<file path="config.mk">
export PLATFORM = sky130hd
export DESIGN_NAME = ukf_matrix_loader
export DESIGN_NICKNAME = d
export VERILOG_FILES = /design/src/rtl/ukf_matrix_loader.sv
export SDC_FILE = /design/constraint.sdc
export NUM_CORES = 1
export LEC_CHECK = 0
export ABC_CLOCK_PERIOD_IN_PS = 8400
export BUFFER_PORTS_ARGS = -buffer_cell sky130_fd_sc_hd__buf_4
export CORE_AREA = 2 2 171 190
export CTS_CLUSTER_SIZE = 16
export DETAILED_ROUTE_END_ITERATION = 10
export DIE_AREA = 0 0 173 192
export PLACE_DENSITY = 0.73
export SYNTH_ARGS = -nofsm -noshare
export SYNTH_HDL_FRONTEND = slang
export SYNTH_SLANG_ARGS = --single-unit
export TNS_END_PERCENT = 1
</file>
<file path="constraint.sdc">
create_clock -name slow_clock -period 8.4 [get_ports slow_clock]
set_clock_uncertainty 0.15 [all_clocks]
set_input_delay 0.84 -clock slow_clock [delete_from_list [all_inputs] [get_ports slow_clock]]
set_output_delay 0.84 -clock slow_clock [all_outputs]
set_load 0.1 [all_outputs]
</file>
<file path="src/rtl/ukf_matrix_loader.sv">
// rtl/ukf_matrix_loader.sv - packs a UKF covariance element stream into header/diag/lower FIFO words
module ukf_matrix_loader #(
    parameter int ELEM_W = 32,
    parameter int FIFO_W = 128,
    parameter int LANES  = FIFO_W / ELEM_W
) (
    input  logic              slow_clock,
    input  logic              rst,
    input  logic              cfg_valid,
    input  logic [5:0]        cfg_size,
    output logic              cfg_ready,
    output logic              cfg_err,
    input  logic              in_valid,
    input  logic [ELEM_W-1:0] in_data,
    output logic              in_ready,
    input  logic              fifo_full,
    output logic              wr_enable,
    output logic [FIFO_W-1:0] fifo_in,
    output logic [1:0]        phase,
    output logic              busy,
    output logic              done
);
    localparam int LANE_W = (LANES > 1) ? $clog2(LANES) : 1;

    typedef enum logic [2:0] {
        S_IDLE,
        S_HEADER,
        S_DIAG,
        S_LOWER,
        S_DONE
    } state_t;

    state_t              state;
    logic [5:0]          n;
    logic [10:0]         elem_cnt;
    logic [LANE_W-1:0]   lane_cnt;
    logic [FIFO_W-1:0]   pack;
    logic                pend;
    logic                last_pend;
    logic [FIFO_W-1:0]   pend_word;
    logic [1:0]          pend_phase;

    logic [10:0]         lower_total;
    logic [10:0]         phase_total;
    logic                last_elem;
    logic                lane_full;
    logic                accept;
    logic [FIFO_W-1:0]   pack_next;

    always_comb begin
        // N*(N-1) needs 12 bits at N=63; the halved count fits in 11
        lower_total = 11'((12'(n) * (12'(n) - 12'd1)) >> 1);
        phase_total = (state == S_LOWER) ? lower_total : {5'b0, n};
        last_elem   = (elem_cnt == phase_total - 11'd1);
        lane_full   = (lane_cnt == LANE_W'(LANES - 1));
        in_ready    = ((state == S_DIAG) || (state == S_LOWER)) && !pend && !rst;
        accept      = in_valid && in_ready;
        pack_next   = pack;
        for (int k = 0; k < LANES; k++) begin
            if (lane_cnt == LANE_W'(k)) begin
                pack_next[k*ELEM_W +: ELEM_W] = in_data;
            end
        end
    end

    assign cfg_ready = (state == S_IDLE);
    assign busy      = (state != S_IDLE);

    always_ff @(posedge slow_clock) begin
        if (rst) begin
            state      <= S_IDLE;
            n          <= '0;
            elem_cnt   <= '0;
            lane_cnt   <= '0;
            pack       <= '0;
            pend       <= 1'b0;
            last_pend  <= 1'b0;
            pend_word  <= '0;
            pend_phase <= '0;
            wr_enable  <= 1'b0;
            fifo_in    <= '0;
            phase      <= '0;
            done       <= 1'b0;
            cfg_err    <= 1'b0;
        end else begin
            wr_enable <= 1'b0;
            done      <= 1'b0;
            cfg_err   <= 1'b0;
            case (state)
                S_IDLE: begin
                    if (cfg_valid) begin
                        if (cfg_size == 6'd0) begin
                            cfg_err <= 1'b1;
                        end else begin
                            n          <= cfg_size;
                            pend       <= 1'b1;
                            last_pend  <= 1'b1;
                            pend_word  <= FIFO_W'(cfg_size);
                            pend_phase <= 2'd0;
                            elem_cnt   <= '0;
                            lane_cnt   <= '0;
                            pack       <= '0;
                            state      <= S_HEADER;
                        end
                    end
                end
                S_HEADER, S_DIAG, S_LOWER: begin
                    if (pend && !fifo_full) begin
                        fifo_in   <= pend_word;
                        phase     <= pend_phase;
                        wr_enable <= 1'b1;
                        pend      <= 1'b0;
                        last_pend <= 1'b0;
                        // the phase advances only once its final word has left
                        if (last_pend) begin
                            case (state)
                                S_HEADER: state <= S_DIAG;
                                S_DIAG:   state <= (n == 6'd1) ? S_DONE : S_LOWER;
                                default:  state <= S_DONE;
                            endcase
                        end
                    end else if (accept) begin
                        if (lane_full || last_elem) begin
                            pend       <= 1'b1;
                            last_pend  <= last_elem;
                            pend_word  <= pack_next;
                            pend_phase <= (state == S_DIAG) ? 2'd1 : 2'd2;
                            pack       <= '0;
                            lane_cnt   <= '0;
                            elem_cnt   <= last_elem ? 11'd0 : elem_cnt + 11'd1;
                        end else begin
                            pack     <= pack_next;
                            lane_cnt <= lane_cnt + LANE_W'(1);
                            elem_cnt <= elem_cnt + 11'd1;
                        end
                    end
                end
                S_DONE: begin
                    done  <= 1'b1;
                    state <= S_IDLE;
                end
                default: state <= S_IDLE;
            endcase
        end
    end
endmodule

</file>
==> results of run 1 <==
-- sequential cells by signal (all words and copies together) (netlist names) --
signal,flops
cfg_err,1
done,1
elem_cnt,11
fifo_in,128
lane_cnt,2
last_pend,1
n,6
pack,128
pend,1
pend_phase,2
pend_word,128
phase,2
state,3
wr_enable,1
-- cell type report --
class                   count  area share (%)
flip-flops and latches    415            42.0
multi-input cells        1142            40.1
repair buffers            192            7.43
clock inverters            16           0.734
inverters                  44           0.835
clock buffers              59            6.25
well taps                 420            2.66
-- power by group through the flow --
stage                     combinational [mW]  clock, mW  sequential [mW]
final                                   1.99       1.84             2.11
after global routing                    2.23       1.95             2.12
after CTS                               2.00       1.87             2.11
after floorplan                         1.59          0             2.12
after global placement                  1.96          0             2.15
after detailed placement                1.99          0             2.15
-- routing by layer --
layer	vias to the layer above	track usage [%]	share of wire, %
met5	-	0	0
met3	64	4.22	5.2
li1	6295	-	-
met1	6314	32.9	46
met4	0	7.56	2.1
met2	283	40.8	46
-- worst reg2reg max path, cell delays in order (launching register included) --
cell and delay (ns):
dfxtp_1 0.59, inv_1 0.21, ha_1 0.29, inv_1 0.07, ha_1 0.25, nand2b_1 0.18, fa_1 0.50, fa_1 0.57
fa_1 0.43, fa_1 0.49, inv_1 0.04, ha_1 0.32, or2_2 0.32, nand2_1 0.10, xnor2_1 0.12, o211ai_1 0.23
nor4_1 0.40, nand3b_1 0.16, a311o_1 0.31, a21oi_1 0.22, o21ai_4 0.51, buf_4 0.62, o2bb2ai_1 0.20
-- cell usage after synthesis (4+ instances only) --
| cell | number | area (sq um) |
|---|---|---|
| nor4_1 | 4 | 25.0 |
| nor3b_1 | 7 | 52.6 |
| dfxtp_1 | 415 | 8310 |
| nand2b_1 | 11 | 68.8 |
| buf_2 | 25 | 125 |
| a22o_1 | 96 | 841 |
| buf_6 | 8 | 90.1 |
| nor2b_1 | 14 | 87.6 |
| clkbuf_1 | 87 | 327 |
| o21ai_0 | 25 | 125 |
| nor3_1 | 14 | 70.1 |
| nand3_1 | 19 | 95.1 |
| a31oi_1 | 5 | 31.3 |
| a21oi_1 | 162 | 811 |
| mux2i_1 | 132 | 1320 |
| o2bb2ai_1 | 122 | 1070 |
| o21ai_1 | 6 | 30.0 |
| fa_1 | 20 | 400 |
| buf_4 | 9 | 67.6 |
| a21o_1 | 7 | 52.6 |
| nand2_1 | 300 | 1130 |
| and2_1 | 39 | 244 |
| inv_1 | 43 | 161 |
| ha_1 | 44 | 551 |
| xor2_1 | 4 | 35.0 |
| nor2_1 | 34 | 128 |
| xnor2_1 | 15 | 131 |
| or3_1 | 4 | 25.0 |
| a211o_1 | 6 | 52.6 |
-- cell families (layout without fill, tap and decap cells) --
logic type	Yosys count	after routing	share of synthesized area, %
AO/OA/AOI/OAI	456	456	19.3
XOR/XNOR	20	20	1.11
adder cells (fa/ha/maj)	64	64	5.61
buffers and inverters	176	311	4.63
flip-flops	415	415	49.0
multiplexers	134	134	7.96
AND/OR/NAND/NOR	468	468	12.4
-- through the flow --
step / instances / area, sq um / worst slack (ns) / power [mW]
2_1_floorplan: 1733 / 17000 / 2.00 / 3.70
3_3_place_gp: 2213 / 18400 / 1.34 / 4.10
3_5_place_dp: 2213 / 18400 / 1.05 / 4.14
4_1_cts: 2288 / 19800 / 1.01 / 5.97
5_1_grt: 2288 / 19800 / 0.546 / 6.30
6_report: 2288 / 19800 / 1.00 / 5.94
-- cells in the final DEF (no fill, tap or decap), types with 4 or more instances in the layout --
| cell | count |
|---|---|
| nor3_1 | 14 |
| a21o_1 | 7 |
| o21ai_0 | 25 |
| clkbuf_1 | 6 |
| inv_1 | 43 |
| buf_4 | 189 |
| mux2i_1 | 132 |
| a211o_1 | 6 |
| a31oi_1 | 5 |
| ha_2 | 4 |
| nor2b_1 | 14 |
| xor2_1 | 4 |
| a22o_1 | 96 |
| fa_1 | 20 |
| ha_1 | 40 |
| o2bb2ai_1 | 122 |
| clkinv_2 | 9 |
| o21ai_1 | 4 |
| nor3b_1 | 6 |
| nand2_1 | 299 |
| nor4_1 | 4 |
| nand3_1 | 19 |
| o21ai_4 | 4 |
| xnor2_1 | 15 |
| and2_1 | 38 |
| dfxtp_1 | 415 |
| a21oi_1 | 162 |
| nand2b_1 | 11 |
| clkbuf_8 | 10 |
| nor2_1 | 34 |
| clkbuf_16 | 43 |
| or3_1 | 4 |
-- how the worst max path moves through the flow --
| stage | slack [ns] | to | start |
|---|---|---|---|
| 6_report | 1.00 | pend_word[19] | n[0] |
| 5_1_grt | 0.55 | pend_word[19] | n[0] |
| 4_1_cts | 1.01 | pend_word[35] | n[0] |
| 3_5_place_dp | 1.05 | pend_word[74] | n[0] |
| 3_3_place_gp | 1.34 | pend_word[85] | n[0] |
| 2_1_floorplan | 2.00 | elem_cnt[10] | n[0] |
==> summary.md, run 1 <==
| Metric | Value |
|---|---|
| Outcome | complete, no violations |
| Clock H-tree levels | 2 |
| Crit path max fanout | 58 |
| Layout cells sized above 1 | 15.2% |
| Slowest-stage cell, CP | buf_4 |
| Clock sink count | 415 |
| Total CTS buffers | 41 |
| Final period util | 88.0% |
| Die area | 33200 sq um |
| Sequential share of the synthesized area | 49.0% |
| Max capacitance violation total | 0 |
| Die Span X | 173 microns |
| Reg area | 8310 sq um |
| CP max stage delay | 0.61 ns |
| Port-buffer cells | 178 |
| # diodes | 0 |
| Pwr per Cell Area | 300 nW/um^2 |
| Slew margin rel. | 19.8% |
| Combinational power share | 33.6% |
| Syn Std Cell Area | 17000 sq um |
| Clock power frac | 31.0% |
| Wire length per cell | 18.0 microns |
| Syn nets | 1840 |
| Final ANT Viol Nets | 0 |
| Leakage | 7.60 nW |
| Setup slack, reg-to-reg | 1.00 ns |
| Gr usage total | 24.6% |
| Top delay family on crit path | adder cells |
| Remaining DRCs | 0 |
| Maximum VDD drop | 0.206 mV |
| Crit. End Element | flop |
| Die height | 192 microns |
| Clk slew on worst S/H paths | 0.07 ns |
| Number of synthesized flops with an enable pin | 0 |
| FP Rows | 68 |
| Grt ovf | 0 |
| DR vias | 13000 |
| Synth warnings | 0 |
| Critical hold path startpoint | pend_word[34] |
| Hold WC Path Type | reg -> reg |
| Final #Nets | 1943 |
| Starting Density | 54.4% |
| Layout area overhead | 16.7% |
| Arr. time, crit path | 7.64 ns |
| Worst r2r path cells | 22 |
| Avg Vias per Cell | 5.66 |
| Fill cell count | 2668 |
| Multi-input gate area | 7930 sq um |
| CTS root buffer | clkbuf_16 |
| Crit path kind | reg -> reg |
| Drt first pass iters | 5 |
| Sw frac | 36.6% |
| Final HPWL DP | 26.3 mm |
| R2r endpoint | pend_word[19] |
| Initial antenna violation count | 0 |
| Hold Path Sink | fifo_in[34] |
| Final TNS setup | 0 ns |
| Max frequency | 135 MHz |
| Setup bufs post-CTS | 0 |
| RSZ-0062 raised after global routing | no |
| Startpoint types | flop |
| Worst endpoint required time | 8.65 ns |
| Crit-path most repeated cell | fa_1 |
| Tmin final | 7.40 ns |
| Worst r2r src | n[0] |
| Clk_lat worst skew | 0.55 ns |
| Ys flop type | dfxtp_1 |
| Final Wtd Congestion | 0.841 |
| First-pass GRT wire length | 67.2 mm |
| Final core utilization | 63.5% |
| Final setup violation count | 0 |
| Syn Inst Count | 1733 |
| CTS tree | built |
| Worst Tran Pin Value | 1.20 ns |
| Final wirelength | 41.2 mm |
| Ys async rst share | 0% |
| Starting DRT DRC Count | 979 |
| Switching pwr | 2.17 mW |
| Pin count of the biggest net entering global routing | 155 |
| Hold Vio Cnt, Final | 0 |
| Cell breakdown of the critical path | inv_1 > ha_1 > inv_1 > ha_1 > nand2b_1 > fa_1 > fa_1 > fa_1 > fa_1 > inv_1 > ha_1 > or2_2 > nand2_1 > xnor2_1 > o211ai_1 > nor4_1 > nand3b_1 > a311o_1 > a21oi_1 > o21ai_4 > buf_4 > o2bb2ai_1 |
| I/O pins | 179 |
| Core Region | 31100 sq um |
| Flops & latches, synth | 415 |
| Sequential Power Share | 35.5% |
| PostCTS Resize Cnt | 0 |
| Final number of max-transition violations | 0 |
| Cells on Worst Hold Path | 2 |
| Final Hold Slack | 0.290 ns |
| Vias in the first global route | 12800 |
| Post-Syn Area per Cell | 9.78 sq um |
| Crit path depth | 22 |
| Worst path bufs/invs | 4 |
| P_int | 3.77 mW |
| Post-CTS Hold Fix Bufs | 0 |
| Synth unique cells | 67 |
| Clock Path Buffers | 3 |
No activity file was read; power rests on OpenSTA's default activity.
==> run 2: changes to the inputs <==
--- a/config.mk
+++ b/config.mk
@@ -7,11 +7,11 @@
 export LEC_CHECK = 0
 export ABC_CLOCK_PERIOD_IN_PS = 8400
 export BUFFER_PORTS_ARGS = -buffer_cell sky130_fd_sc_hd__buf_4
-export CORE_AREA = 2 2 171 190
+export CORE_AREA = 2 2 200 221
 export CTS_CLUSTER_SIZE = 16
 export DETAILED_ROUTE_END_ITERATION = 10
-export DIE_AREA = 0 0 173 192
-export PLACE_DENSITY = 0.73
+export DIE_AREA = 0 0 202 223
+export PLACE_DENSITY = 0.56
 export SYNTH_ARGS = -nofsm -noshare
 export SYNTH_HDL_FRONTEND = slang
 export SYNTH_SLANG_ARGS = --single-unit
==> summary.md, run 2 (synthesis results as in run 1) <==
| Metric | Value |
|---|---|
| Fill cell count | 4102 |
| Total chip power | 6.17 mW |
| Die Span X | 202 microns |
| Slew margin rel. | 25.0% |
| Maximum VDD drop | 0.155 mV |
| Outcome | complete, no violations |
| Starting Density | 39.5% |
| Final ANT Viol Nets | 0 |
| Port-buffer cells | 178 |
| Final setup violation count | 0 |
| I/O pins | 179 |
| Max capacitance violation total | 0 |
| Final number of max-transition violations | 0 |
| Crit path max fanout | 23 |
| Die height | 223 microns |
| Worst endpoint required time | 8.74 ns |
| Remaining DRCs | 0 |
| Clock sink count | 415 |
| Arr. time, crit path | 7.82 ns |
| Clock H-tree levels | 2 |
| Initial antenna violation count | 0 |
| Hold WC Path Type | reg -> reg |
| DR vias | 13000 |
| First-pass GRT wire length | 71.6 mm |
| Crit path kind | reg -> reg |
| CTS root buffer | clkbuf_16 |
| Starting DRT DRC Count | 712 |
| Drt first pass iters | 5 |
| Final wirelength | 46.0 mm |
| Final Wtd Congestion | 0.856 |
| Clock Path Buffers | 3 |
| Startpoint types | flop |
| Final TNS setup | 0 ns |
| Worst Tran Pin Value | 1.13 ns |
| Hold Vio Cnt, Final | 0 |
| Final HPWL DP | 29.2 mm |
| RSZ-0062 raised after global routing | no |
| Layout cells sized above 1 | 15.0% |
| Clk slew on worst S/H paths | 0.06 ns |
| Crit. End Element | flop |
| Post-CTS Hold Fix Bufs | 0 |
| Max frequency | 134 MHz |
| Layout area overhead | 18.1% |
| Final Hold Slack | 0.301 ns |
| Post-layout instance area | 20000 sq um |
| Avg Vias per Cell | 5.31 |
| # diodes | 0 |
| PostCTS Resize Cnt | 0 |
| Placed Area | 18600 sq um |
| Setup bufs post-CTS | 0 |
| Final #Nets | 1943 |
| Largest regs | fifo_in: 128 flops, pack: 128 flops, pend_word: 128 flops |
| Setup slack, reg-to-reg | 0.92 ns |
| FP Rows | 80 |
| Most frequent cells in the layout | dfxtp_1, nand2_1, buf_4, a21oi_1, mux2i_1 |
| Grt ovf | 0 |
| Tmin final | 7.48 ns |
| Pin count of the biggest net entering global routing | 155 |
| Commonest non-fill, non-tap cell in the layout | dfxtp_1 |
| Gr usage total | 19.9% |
| Leakage | 7.61 nW |
| Vias in the first global route | 12500 |
| Clk_lat worst skew | 0.56 ns |
| Wire length per cell | 18.9 microns |
| Total CTS buffers | 44 |
| Core Region | 42900 sq um |
| Die area | 45000 sq um |
| CTS tree | built |
| Pwr per Cell Area | 308 nW/um^2 |
| Final period util | 89.0% |
## run 2: cell count changes in the layout (fill, tap and decap cells not counted), moves of 2 or more
cell	before	now
bufinv_16	1	5
clkinv_2	9	7
clkbuf_8	10	3
clkbuf_16	43	45
buf_4	189	186
inv_6	0	3
## run 2: path summary, 6_finish.rpt
kind,from,to,depth (start not counted)
worst max-delay path,n[0],pack[75],23
worst max register to register,n[0],pack[75],23
worst min register to register,pend_word[109],fifo_in[109],2
worst min-delay path,pend_word[109],fifo_in[109],2
## run 2: through the flow
| step | setup slack, ns | util [%] | instances |
|---|---|---|---|
| detailed placement | 0.964 | 43.3 | 2364 |
| global placement | 1.12 | 43.3 | 2364 |
| finish | 0.923 | 46.6 | 2438 |
| CTS | 0.927 | 46.6 | 2438 |
| global route | 0.388 | 46.6 | 2438 |
| floorplan | 2.00 | - | 1733 |
## run 2: worst max-delay path, cell delays in order, from the launching register on
cell and delay [ns]:
dfxtp_1 0.59, inv_1 0.22, ha_1 0.30, inv_1 0.07, ha_1 0.25, nand2b_1 0.18
fa_1 0.51, fa_1 0.58, fa_1 0.44, fa_1 0.50, inv_1 0.05, ha_1 0.34
or2_2 0.33, nand2_1 0.10, xnor2_1 0.12, o211ai_1 0.22, nor4_1 0.42, nand3b_1 0.16
a311o_1 0.30, a31oi_1 0.13, buf_4 0.23, nor3b_2 0.58, buf_4 0.42, a22o_1 0.19
## run 2: power breakdown
group | internal (mW) | switching [mW] | total [mW]
Clock | 1.16 | 0.801 | 1.96
Sequential | 2.03 | 0.0849 | 2.12
Combinational | 0.688 | 1.40 | 2.09
## run 2: metal layers
| metal | global-route usage, % | vias to the layer above | part of all wire (%) |
|---|---|---|---|
| li1 | - | 6302 | - |
| met1 | 27.5 | 6357 | 48 |
| met2 | 32.5 | 252 | 47 |
| met3 | 3.53 | 45 | 4.0 |
| met4 | 4.72 | 0 | 1.6 |
| met5 | 0 | - | 0 |
## run 2: layout make-up
type	count	area, sq um	area share, %
inverter	44	165	0.825
timing repair buffer	189	1450	7.23
clock buffer	55	1190	5.96
sequential	415	8310	41.5
tap	574	718	3.59
clock inverter	19	243	1.21
multi-input combinational	1142	7940	39.7
